==> src/rtl/uart_line_echo_if.sv <==
// Purpose: byte handshake between the echo engine and the rx/tx FIFOs of uart_fifo.
// Signals:
//   rx_byte, rx_fifo_empty  rx FIFO head (first-word fall-through) and empty flag
//   rx_fifo_pop             one-cycle pop strobe into the rx FIFO
//   tx_byte, transmit       byte and one-cycle push strobe into the tx FIFO
//   tx_fifo_full            tx FIFO full flag
// Modports: master = echo engine, slave = FIFO side.
interface uart_line_echo_if #(
    parameter int unsigned DATA_W = 8
);
    logic [DATA_W-1:0] rx_byte;
    logic              rx_fifo_empty;
    logic              rx_fifo_pop;
    logic [DATA_W-1:0] tx_byte;
    logic              transmit;
    logic              tx_fifo_full;

    modport master (
        input  rx_byte, rx_fifo_empty, tx_fifo_full,
        output rx_fifo_pop, tx_byte, transmit
    );

    modport slave (
        output rx_byte, rx_fifo_empty, tx_fifo_full,
        input  rx_fifo_pop, tx_byte, transmit
    );
endinterface

==> src/rtl/uart_line_echo.sv <==
// Purpose: echo engine between uart_fifo and the pins. Byte echo, or line echo with
// an internal buffer, backspace editing and a CR/LF terminator; optional upper-casing.
// Ports:
//   clk, rst_n   clock, asynchronous active-low reset
//   line_mode    0 = byte echo, 1 = line echo (takes effect only while the buffer is empty)
//   upcase       map 'a'..'z' to 'A'..'Z' on transmit
//   clr_ovf      synchronous clear of ovf (a same-cycle set wins)
//   bus          FIFO handshake (master side)
//   busy         engine is outside IDLE
//   line_done    one-cycle pulse together with the LF of a flushed line
//   ovf          sticky: a byte was dropped on a full line buffer
//   fill         line buffer count, 0..LINE_DEPTH
module uart_line_echo #(
    parameter int unsigned DATA_W     = 8,
    parameter int unsigned LINE_DEPTH = 64
) (
    input  logic                         clk,
    input  logic                         rst_n,
    input  logic                         line_mode,
    input  logic                         upcase,
    input  logic                         clr_ovf,
    uart_line_echo_if.master             bus,
    output logic                         busy,
    output logic                         line_done,
    output logic                         ovf,
    output logic [$clog2(LINE_DEPTH):0]  fill
);
    localparam int unsigned CNT_W = $clog2(LINE_DEPTH) + 1;
    localparam int unsigned IDX_W = $clog2(LINE_DEPTH);

    localparam logic [DATA_W-1:0] CH_CR = DATA_W'(8'h0D);
    localparam logic [DATA_W-1:0] CH_LF = DATA_W'(8'h0A);
    localparam logic [DATA_W-1:0] CH_BS = DATA_W'(8'h08);

    typedef enum logic [2:0] {
        IDLE      = 3'd0,
        BYTE_GAP  = 3'd1,
        FLUSH     = 3'd2,
        FLUSH_GAP = 3'd3,
        SEND_CR   = 3'd4,
        SEND_LF   = 3'd5
    } state_t;

    state_t            state;
    logic [CNT_W-1:0]  rd_idx;
    logic [DATA_W-1:0] line_mem [LINE_DEPTH];

    logic strobe_ok_c;
    logic line_eff_c;
    logic rx_is_cr_c;
    logic rx_is_bs_c;
    logic line_pop_c;
    logic buf_full_c;
    logic wr_en_c;
    logic ovf_set_c;

    // Upper-case letters only in bits [7:0]; clearing bit 5 maps 0x61..0x7A to 0x41..0x5A.
    function automatic logic [DATA_W-1:0] xform(input logic [DATA_W-1:0] d);
        logic [DATA_W-1:0] r;
        r = d;
        if (upcase && (d[7:0] >= 8'h61) && (d[7:0] <= 8'h7A)) begin
            r[5] = 1'b0;
        end
        return r;
    endfunction

    // A strobe registered last cycle blocks the next one, keeping strobes >= 2 cycles apart
    // and giving the rx FIFO a cycle to advance its head after a pop.
    assign strobe_ok_c = !bus.rx_fifo_pop && !bus.transmit;
    // A non-empty buffer pins line mode so buffered data is always flushed.
    assign line_eff_c  = line_mode || (fill != '0);
    assign rx_is_cr_c  = (bus.rx_byte == CH_CR);
    assign rx_is_bs_c  = (bus.rx_byte == CH_BS);
    assign line_pop_c  = (state == IDLE) && strobe_ok_c && !bus.rx_fifo_empty && line_eff_c;
    assign buf_full_c  = (fill == CNT_W'(LINE_DEPTH));
    assign wr_en_c     = line_pop_c && !rx_is_cr_c && !rx_is_bs_c && !buf_full_c;
    assign ovf_set_c   = line_pop_c && !rx_is_cr_c && !rx_is_bs_c && buf_full_c;

    // Line buffer storage; not reset. Write index equals fill (backspace moves both).
    always_ff @(posedge clk) begin
        if (wr_en_c) begin
            line_mem[fill[IDX_W-1:0]] <= bus.rx_byte;
        end
    end

    // Sticky overflow flag; set wins over clear.
    always_ff @(posedge clk or negedge rst_n) begin
        if (!rst_n) begin
            ovf <= 1'b0;
        end else if (ovf_set_c) begin
            ovf <= 1'b1;
        end else if (clr_ovf) begin
            ovf <= 1'b0;
        end
    end

    // Echo FSM with registered strobes, data and status.
    always_ff @(posedge clk or negedge rst_n) begin
        if (!rst_n) begin
            state           <= IDLE;
            rd_idx          <= '0;
            fill            <= '0;
            busy            <= 1'b0;
            line_done       <= 1'b0;
            bus.rx_fifo_pop <= 1'b0;
            bus.transmit    <= 1'b0;
            bus.tx_byte     <= '0;
        end else begin
            bus.rx_fifo_pop <= 1'b0;
            bus.transmit    <= 1'b0;
            line_done       <= 1'b0;
            case (state)
                IDLE: begin
                    if (strobe_ok_c && !bus.rx_fifo_empty) begin
                        if (!line_eff_c) begin
                            if (!bus.tx_fifo_full) begin
                                bus.rx_fifo_pop <= 1'b1;
                                bus.transmit    <= 1'b1;
                                bus.tx_byte     <= xform(bus.rx_byte);
                                state           <= BYTE_GAP;
                                busy            <= 1'b1;
                            end
                        end else begin
                            bus.rx_fifo_pop <= 1'b1;
                            if (rx_is_cr_c) begin
                                rd_idx <= '0;
                                state  <= FLUSH;
                                busy   <= 1'b1;
                            end else if (rx_is_bs_c) begin
                                if (fill != '0) begin
                                    fill <= fill - CNT_W'(1);
                                end
                            end else if (!buf_full_c) begin
                                fill <= fill + CNT_W'(1);
                            end
                        end
                    end
                end
                BYTE_GAP: begin
                    state <= IDLE;
                    busy  <= 1'b0;
                end
                FLUSH: begin
                    if (rd_idx == fill) begin
                        state <= SEND_CR;
                    end else if (strobe_ok_c && !bus.tx_fifo_full) begin
                        bus.transmit <= 1'b1;
                        bus.tx_byte  <= xform(line_mem[rd_idx[IDX_W-1:0]]);
                        rd_idx       <= rd_idx + CNT_W'(1);
                        state        <= FLUSH_GAP;
                    end
                end
                FLUSH_GAP: begin
                    state <= FLUSH;
                end
                SEND_CR: begin
                    if (strobe_ok_c && !bus.tx_fifo_full) begin
                        bus.transmit <= 1'b1;
                        bus.tx_byte  <= CH_CR;
                        state        <= SEND_LF;
                    end
                end
                SEND_LF: begin
                    if (strobe_ok_c && !bus.tx_fifo_full) begin
                        bus.transmit <= 1'b1;
                        bus.tx_byte  <= CH_LF;
                        line_done    <= 1'b1;
                        fill         <= '0;
                        rd_idx       <= '0;
                        state        <= IDLE;
                        busy         <= 1'b0;
                    end
                end
                default: begin
                    state <= IDLE;
                    busy  <= 1'b0;
                end
            endcase
        end
    end
endmodule

==> src/flat_wrapper.sv <==
// flat-port wrapper written by rule: the top's interface ports become plain ports
module uart_line_echo_flat 
#(
    parameter int unsigned DATA_W     = 8,
    parameter int unsigned LINE_DEPTH = 64
)
  (clk, rst_n, line_mode, upcase, clr_ovf, busy, line_done, ovf, fill, bus_rx_byte, bus_rx_fifo_empty, bus_tx_fifo_full, bus_rx_fifo_pop, bus_tx_byte, bus_transmit);
  uart_line_echo_if #(.DATA_W(DATA_W)) bus_i ();
  input  logic clk;
  input  logic rst_n;
  input  logic line_mode;
  input  logic upcase;
  input  logic clr_ovf;
  output logic busy;
  output logic line_done;
  output logic ovf;
  output logic [$clog2(LINE_DEPTH):0] fill;
  input wire logic [$bits(bus_i.rx_byte)-1:0] bus_rx_byte;
  input wire logic [$bits(bus_i.rx_fifo_empty)-1:0] bus_rx_fifo_empty;
  input wire logic [$bits(bus_i.tx_fifo_full)-1:0] bus_tx_fifo_full;
  output wire logic [$bits(bus_i.rx_fifo_pop)-1:0] bus_rx_fifo_pop;
  output wire logic [$bits(bus_i.tx_byte)-1:0] bus_tx_byte;
  output wire logic [$bits(bus_i.transmit)-1:0] bus_transmit;
  assign bus_i.rx_byte = bus_rx_byte;
  assign bus_i.rx_fifo_empty = bus_rx_fifo_empty;
  assign bus_i.tx_fifo_full = bus_tx_fifo_full;
  assign bus_rx_fifo_pop = bus_i.rx_fifo_pop;
  assign bus_tx_byte = bus_i.tx_byte;
  assign bus_transmit = bus_i.transmit;
  uart_line_echo #(.DATA_W(DATA_W), .LINE_DEPTH(LINE_DEPTH)) u_core (.clk(clk), .rst_n(rst_n), .line_mode(line_mode), .upcase(upcase), .clr_ovf(clr_ovf), .bus(bus_i), .busy(busy), .line_done(line_done), .ovf(ovf), .fill(fill));
endmodule
==> config.mk <==
export PLATFORM = sky130hd
export DESIGN_NAME = uart_line_echo_flat
export DESIGN_NICKNAME = d
export VERILOG_FILES = /design/src/rtl/uart_line_echo_if.sv /design/src/rtl/uart_line_echo.sv /design/src/flat_wrapper.sv
export SDC_FILE = /design/constraint.sdc
export NUM_CORES = 1
export LEC_CHECK = 0
export ABC_CLOCK_PERIOD_IN_PS = 3300
export CORE_UTILIZATION = 40
export CTS_CLUSTER_SIZE = 14
export DETAILED_ROUTE_END_ITERATION = 10
export PLACE_DENSITY_LB_ADDON = 0.2
export SLEW_MARGIN = 20
export SYNTH_ARGS = -nofsm -noshare
export SYNTH_HDL_FRONTEND = slang
export SYNTH_SLANG_ARGS = --single-unit
==> constraint.sdc <==
create_clock -name clk -period 3.3 [get_ports clk]
set_clock_uncertainty 0.05 [all_clocks]
set_input_delay 0.66 -clock clk [delete_from_list [all_inputs] [get_ports clk]]
set_output_delay 0.66 -clock clk [all_outputs]
set_load 0.01 [all_outputs]
Yosys cells after proc, flatten, opt, wreduce, memory -nomap -nowiden. Memory sizes are Yosys's and may differ from the RTL's. Index checks and enable logic that the tools add are counted.

Register bits after elaboration: 30. Memory bits (writable): 512. Output and inout port bits: 20. Logic and storage cells: 129. Memories kept: 1.

Add/sub/neg operators: 3. $lt $le $gt $ge: 4. Equality and inequality tests: 23. Multiplexer cells: 53. Bitwise operators: 1. Reduce and logical (&&, ||, !) cells: 35.

Memory list: u_core.line_mem (words 64, bits a word 8, rd ports 1, clocked after memory_dff 0, wr ports 1, line uart_line_echo.sv:46) `logic [DATA_W-1:0] line_mem [LINE_DEPTH];`.

Operators with widths (number): 2-to-1 mux 7 bit (12); 2-to-1 mux 8 bit (7); case mux 8 bit (4 select lines) (1); 2-to-1 mux 3 bit (8); case mux 7 bit (3 select lines) (1); 2-to-1 mux 1 bit (20); equality test 8 x 4 -> 1 bit (second input constant) (2); >= comparator 8 x 7 -> 1 bit (second input constant) (2); less-or-equal comparator 8 x 7 -> 1 bit (second input constant) (2); case mux 3 bit (5 select lines) (1); adder 7 x 1 -> 7 bit (second input constant) (2); logical AND 1 bit (14); case mux 7 bit (2 select lines) (1); AND reduction 7 bit (2); != test 2 x 1 -> 1 bit (second input constant) (5); != test 2 bit (second input constant) (5); AND reduction 8 bit (1); equality test 7 bit (1); equality test 7 bit (second input constant) (1); logical NOT 1 bit (7); nonzero test 7 bit (1); subtractor 7 x 1 -> 7 bit (second input constant) (1); equality test 3 x 2 -> 1 bit (second input constant) (2); equality test 3 bit (second input constant) (2); 14 further kinds (18).

Logic depth before layout (Yosys ltp).
Word-level depth: 10. Mapped depth: 13. Depth with buffers taken out: 11.

Least setup slack after synthesis. No wires, ideal clock.

Path kind: input port to flip-flop. Start: input port bus_rx_byte[1]. End: register u_core.fill[6]. Setup time: 0.129 ns. Arrival: 2.799 ns. Data required time: 3.121 ns. Slack: 0.322 ns. Cell stages on the path: 12. Cells stage by stage: nor4_1 and4b_1 clkbuf_1 ha_1 a21o_1 a21oi_1 o21bai_1 a21oi_1 xnor2_1 nor2_1 o21ai_0 o21ai_0.

Cells in the longest elaborated chain, start to end: 6.

Ends and longest elaborated chain: start, declared (line flat_wrapper.sv:18) `input wire logic [$bits(bus_i.rx_byte)-1:0] bus_rx_byte;`; equality test 8 x 4 -> 1 bit (line uart_line_echo.sv:73) `assign rx_is_bs_c = (bus.rx_byte == CH_BS);`; 2-to-1 mux 7 bit (line uart_line_echo.sv:129) `end else if (rx_is_bs_c) begin`; 2-to-1 mux 7 bit (line uart_line_echo.sv:125) `if (rx_is_cr_c) begin`; 2-to-1 mux 7 bit (line uart_line_echo.sv:115) `if (!line_eff_c) begin`; 2-to-1 mux 7 bit (line uart_line_echo.sv:114) `if (strobe_ok_c && !bus.rx_fifo_empty) begin`; case mux 7 bit (2 select lines) (line uart_line_echo.sv:112) `case (state)`; end signal, assigned (line uart_line_echo.sv:131) `fill <= fill - CNT_W'(1);`; end signal, assigned (line uart_line_echo.sv:134) `fill <= fill + CNT_W'(1);`; end, declared (line uart_line_echo.sv:26) `output logic [$clog2(LINE_DEPTH):0] fill`.

Several ways; a longest one is shown, not always the timed one. The select of a mux whose other input is x is not followed. A chain may end at the register's enable or synchronous reset.

Final worst setup path.
Start: register u_core.rd_idx[0]. End: register u_core.bus.tx_byte[5].

Cells in the longest elaborated chain, start to end: 8.

Ends and longest elaborated chain: start, declared (line uart_line_echo.sv:45) `logic [CNT_W-1:0] rd_idx;`; start signal, assigned (line uart_line_echo.sv:149) `rd_idx <= rd_idx + CNT_W'(1);`; memory (64 x 8 bit); >= comparator 8 x 7 -> 1 bit (line uart_line_echo.sv:61) `if (upcase && (d[7:0] >= 8'h61) && (d[7:0] <= 8'h7A)) begin`; logical AND 1 bit (2 in series) (line uart_line_echo.sv:61); 2-to-1 mux 1 bit (line uart_line_echo.sv:61); 2-to-1 mux 8 bit (line uart_line_echo.sv:146) `end else if (strobe_ok_c && !bus.tx_fifo_full) begin`; 2-to-1 mux 8 bit (line uart_line_echo.sv:144) `if (rd_idx == fill) begin`; case mux 8 bit (4 select lines) (line uart_line_echo.sv:112); end signal, assigned (line uart_line_echo.sv:119) `bus.tx_byte <= xform(bus.rx_byte);`; end signal, assigned (line uart_line_echo.sv:148) `bus.tx_byte <= xform(line_mem[rd_idx[IDX_W-1:0]]);`; end, declared (line uart_line_echo_if.sv:20) `output rx_fifo_pop, tx_byte, transmit`.

Several ways; a longest one is shown, not always the timed one. The select of a mux whose other input is x is not followed.

==> impl_metrics.prom <==
# TYPE chip_impl_metric gauge
chip_impl_metric{name="multi_input_comb_area",unit="mm²"} 0.00539
chip_impl_metric{name="num-fill-cells",unit=""} 4429
chip_impl_metric{name="synth.ff_latch_count",unit=""} 542
chip_impl_metric{name="dpl_cell_area",unit="mm²"} 0.0240
chip_impl_metric{name="cts_htree_levels",unit=""} 2
chip_impl_metric{name="final_area",unit="mm²"} 0.0257
chip_impl_metric{name="ir_drop",unit="mV"} 0.386
chip_impl_metric{name="antenna_violations_before_repair",unit=""} 1
chip_impl_metric{name="aggregate_negative_setup_slack",unit="ns"} 0
chip_impl_metric{name="power-per-cell-area",unit="mW/mm²"} 667
chip_impl_metric{name="synth_edf_count",unit=""} 512
chip_impl_metric{name="num-nets-final",unit=""} 1331
chip_impl_metric{name="ios",unit=""} 35
chip_impl_metric{name="globalRoute.totalOverflow",unit=""} 0
chip_impl_metric{name="dieHeight",unit="µm"} 236
chip_impl_info{name="layout_commonest_cell",value="edfxtp_1"} 1
chip_impl_metric{name="cts-resized-gates",unit=""} 0
chip_impl_metric{name="clkLatencyLatePin",unit="ns"} 0.61
chip_impl_metric{name="preCtsSetupSlack",unit="ns"} -0.180
chip_impl_metric{name="core_region_area",unit="mm²"} 0.0539
chip_impl_metric{name="post_synth_inst_count",unit=""} 1133
chip_impl_metric{name="grt_first_pass_wirelength",unit="µm"} 80900
chip_impl_metric{name="cts_max_path_buffers",unit=""} 3
chip_impl_metric{name="clk_sink_count",unit=""} 542
chip_impl_info{name="cp_common_cell",value="mux4_2"} 1
chip_impl_metric{name="timing.final.ws_setup",unit="ns"} 0.143
chip_impl_info{name="clockRootBuffer",value="clkbuf_16"} 1
chip_impl_info{name="kind_of_start_point_of_the_critical_path",value="register"} 1
chip_impl_metric{name="floorplan.die.width",unit="µm"} 236
chip_impl_metric{name="drcViolationCount",unit=""} 0
chip_impl_metric{name="path_max_fanout",unit=""} 30
chip_impl_metric{name="rows",unit=""} 85
chip_impl_metric{name="via_count",unit=""} 11600
chip_impl_info{name="status",value="complete, no violations"} 1
chip_impl_metric{name="cts-hold-fix-buffers",unit=""} 0
chip_impl_metric{name="netlist_area",unit="mm²"} 0.0219
chip_impl_info{name="slowest_library_cell_on_the_worst_path",value="mux4_2"} 1
chip_impl_metric{name="async_reset_ff_frac",unit=""} 0.0554
chip_impl_metric{name="netlist-cell-type-count",unit=""} 61
chip_impl_info{name="dominantRegCellSynth",value="edfxtp_1"} 1
chip_impl_info{name="worst_path_dominant_cell_family",value="multiplexers"} 1
chip_impl_metric{name="arrival",unit="ns"} 3.59
chip_impl_metric{name="drtAntennaViolNets",unit=""} 0
chip_impl_info{name="path_class",value="register to register"} 1
chip_impl_metric{name="start_util",unit=""} 0.406
chip_impl_metric{name="critPathBufInv",unit=""} 1
chip_impl_info{name="cts_tree",value="done"} 1
chip_impl_metric{name="grt_start_max_net_pins",unit=""} 70
chip_impl_metric{name="first_global_vias",unit=""} 11600
chip_impl_metric{name="synthesis.nets",unit=""} 1155
chip_impl_metric{name="finalMaxSlewViolations",unit=""} 0
chip_impl_metric{name="finalSetupViolations",unit=""} 0
chip_impl_metric{name="dp_hpwl",unit="µm"} 34600
chip_impl_metric{name="portBuffers",unit=""} 34
chip_impl_metric{name="post_drt_via_cell_ratio",unit=""} 5.67
chip_impl_info{name="yosys.area.top_type",value="edfxtp_1"} 1
chip_impl_metric{name="grt_usage",unit=""} 0.199
chip_impl_metric{name="max_transition_margin",unit=""} 0.431
chip_impl_metric{name="post_route_cells_drive_above_1_share",unit=""} 0.282
chip_impl_metric{name="cts_buffers",unit=""} 54
chip_impl_metric{name="yosysTopAreaCellShare",unit=""} 0.702
chip_impl_metric{name="yosysSeqAreaShare",unit=""} 0.736
chip_impl_metric{name="final_hold_viol_count",unit=""} 0
chip_impl_metric{name="route.detailed.wl_per_inst",unit="µm"} 26.7
chip_impl_metric{name="detailedRoute.firstIterationViolations",unit=""} 1055
chip_impl_metric{name="synth.yosys.warnings",unit=""} 0
chip_impl_info{name="timing.critical_path.to_type",value="register"} 1
chip_impl_metric{name="route.final.wire_length",unit="µm"} 54700
chip_impl_metric{name="tightest_slew",unit="ns"} 0.854
chip_impl_info{name="hold_class",value="register to register"} 1
chip_impl_metric{name="critical_path_required",unit="ns"} 3.74
chip_impl_metric{name="post-cts-setup-buffers",unit=""} 0
chip_impl_metric{name="final.period_utilization",unit=""} 0.957
chip_impl_metric{name="min_period",unit="ns"} 3.16
chip_impl_metric{name="clock_pin_transition_on_the_worst_setup_and_hold_timing_paths",unit="ns"} 0.06
chip_impl_metric{name="die_area",unit="mm²"} 0.0557
chip_impl_metric{name="power.total",unit="W"} 0.0171
chip_impl_info{name="crit_path_cell_trace",value="buf_12, mux4_2, mux4_2, a22o_1, a221oi_2, o21ai_0, nand3_1, a31oi_1"} 1
chip_impl_metric{name="syn2layout_area_growth",unit="%"} 17.4
chip_impl_metric{name="drt-pass1-iter-count",unit=""} 5
chip_impl_metric{name="gp_congestion",unit=""} 0.834
chip_impl_metric{name="num_antenna_cells",unit=""} 0
chip_impl_metric{name="max_stage_delay",unit="ns"} 0.61
chip_impl_info{name="post_synth_main_area_contributors",value="edfxtp_1, mux4_2, dfrtp_1"} 1
chip_impl_metric{name="final-seq-area",unit="mm²"} 0.0161
chip_impl_metric{name="synth.avg_cell_area",unit="µm²"} 19.3
chip_impl_metric{name="static-leakage-power",unit="nW"} 8.23
chip_impl_metric{name="max_cap_viol_count",unit=""} 0
chip_impl_info{name="grt_setup_unrepaired",value="false"} 1
chip_impl_info{name="layout_common_cells",value="edfxtp_1, buf_4, mux4_2, nor2_1, clkbuf_16"} 1
chip_impl_metric{name="maximum_clock_rate",unit="MHz"} 317
## worst paths after layout
path / startpoint / end / slack [ns] / depth (start not counted)
worst min register to register: u_core.busy$_DFFE_PN0P_ / u_core.busy$_DFFE_PN0P_ / 0.46 / 2
max in group asynchronous: rst_n / u_core.line_done$_DFF_PN0_ / 2.07 / 2
worst min-delay path: u_core.busy$_DFFE_PN0P_ / u_core.busy$_DFFE_PN0P_ / 0.46 / 2
worst max register to register: u_core.rd_idx[0]$_DFFE_PN0P_ / u_core.bus.tx_byte[5]$_DFFE_PN0P_ / 0.14 / 8
worst max-delay path: u_core.rd_idx[0]$_DFFE_PN0P_ / u_core.bus.tx_byte[5]$_DFFE_PN0P_ / 0.14 / 8
min in group asynchronous: rst_n / u_core.busy$_DFFE_PN0P_ / 0.49 / 1
## synthesized netlist by cell type (all sizes together), types with 6 or more instances
| library cell | count |
|---|---|
| a21oi | 22 |
| a221oi | 7 |
| a22oi | 12 |
| a31oi | 8 |
| buf | 43 |
| clkbuf | 19 |
| dfrtp | 30 |
| edfxtp | 512 |
| ha | 6 |
| inv | 7 |
| mux2i | 25 |
| mux4 | 135 |
| nand2 | 42 |
| nand2b | 9 |
| nand3 | 15 |
| nor2 | 95 |
| nor2b | 15 |
| nor3 | 10 |
| o21ai | 25 |
| o22ai | 7 |
| o31ai | 7 |
| xnor2 | 8 |
## kinds of logic (layout without fill, tap and decap cells)
group / count (synthesis) / after routing / synth area share
flip-flops: 542 / 542 / 0.736
AND/OR/NAND/NOR: 219 / 219 / 0.0469
multiplexers: 165 / 165 / 0.153
AO/OA/AOI/OAI: 117 / 117 / 0.0366
buffers and inverters: 70 / 289 / 0.0178
XOR/XNOR: 13 / 13 / 0.00520
adder cells (fa/ha/maj): 7 / 7 / 0.00434
## area by class of cell
class / instances / share of cell area
repair buffers: 182 / 0.0608
clock inverters: 31 / 0.0112
flip-flops and latches: 542 / 0.628
inverters: 8 / 0.00117
well taps: 696 / 0.0339
clock buffers: 68 / 0.0555
multi-input cells: 521 / 0.210
## power breakdown
part           switching (W)  internal [W]  total, W
logic                0.00179       0.00144   0.00322
clock network        0.00257       0.00344   0.00601
registers           0.000152       0.00775   0.00790
total                0.00451        0.0126    0.0171
## per-stage QoR
step	cells	util	hold slack, ns
floorplan	1133	-	0.314
global placement	1949	0.445	0.454
detailed placement	1949	0.445	0.463
CTS	2048	0.477	0.476
global route	2048	0.477	0.514
finish	2048	0.477	0.464
## metal layers
layer	global-route usage	wire (µm)	vias up
met4	0.0485	1080	0
li1	-	-	4975
met5	0	0	-
met3	0.0287	2790	76
met1	0.294	24900	6175
met2	0.313	25900	383
## worst min-delay path: stages (launching register included)
cell and delay [ns]:
dfrtp_1 0.37, nand2_1 0.05, o21ai_0 0.06
## state kept, by name, summed over array words and instances, names as in the netlist
| register | flops |
|---|---|
| u_core.line_mem | 512 |
| u_core.bus.tx_byte | 8 |
| u_core.fill | 7 |
| u_core.rd_idx | 7 |
| u_core.state | 3 |
| u_core.bus.rx_fifo_pop | 1 |
| u_core.bus.transmit | 1 |
| u_core.busy | 1 |
| u_core.line_done | 1 |
| u_core.ovf | 1 |
Note: power is estimated with default switching activity, not from simulation.
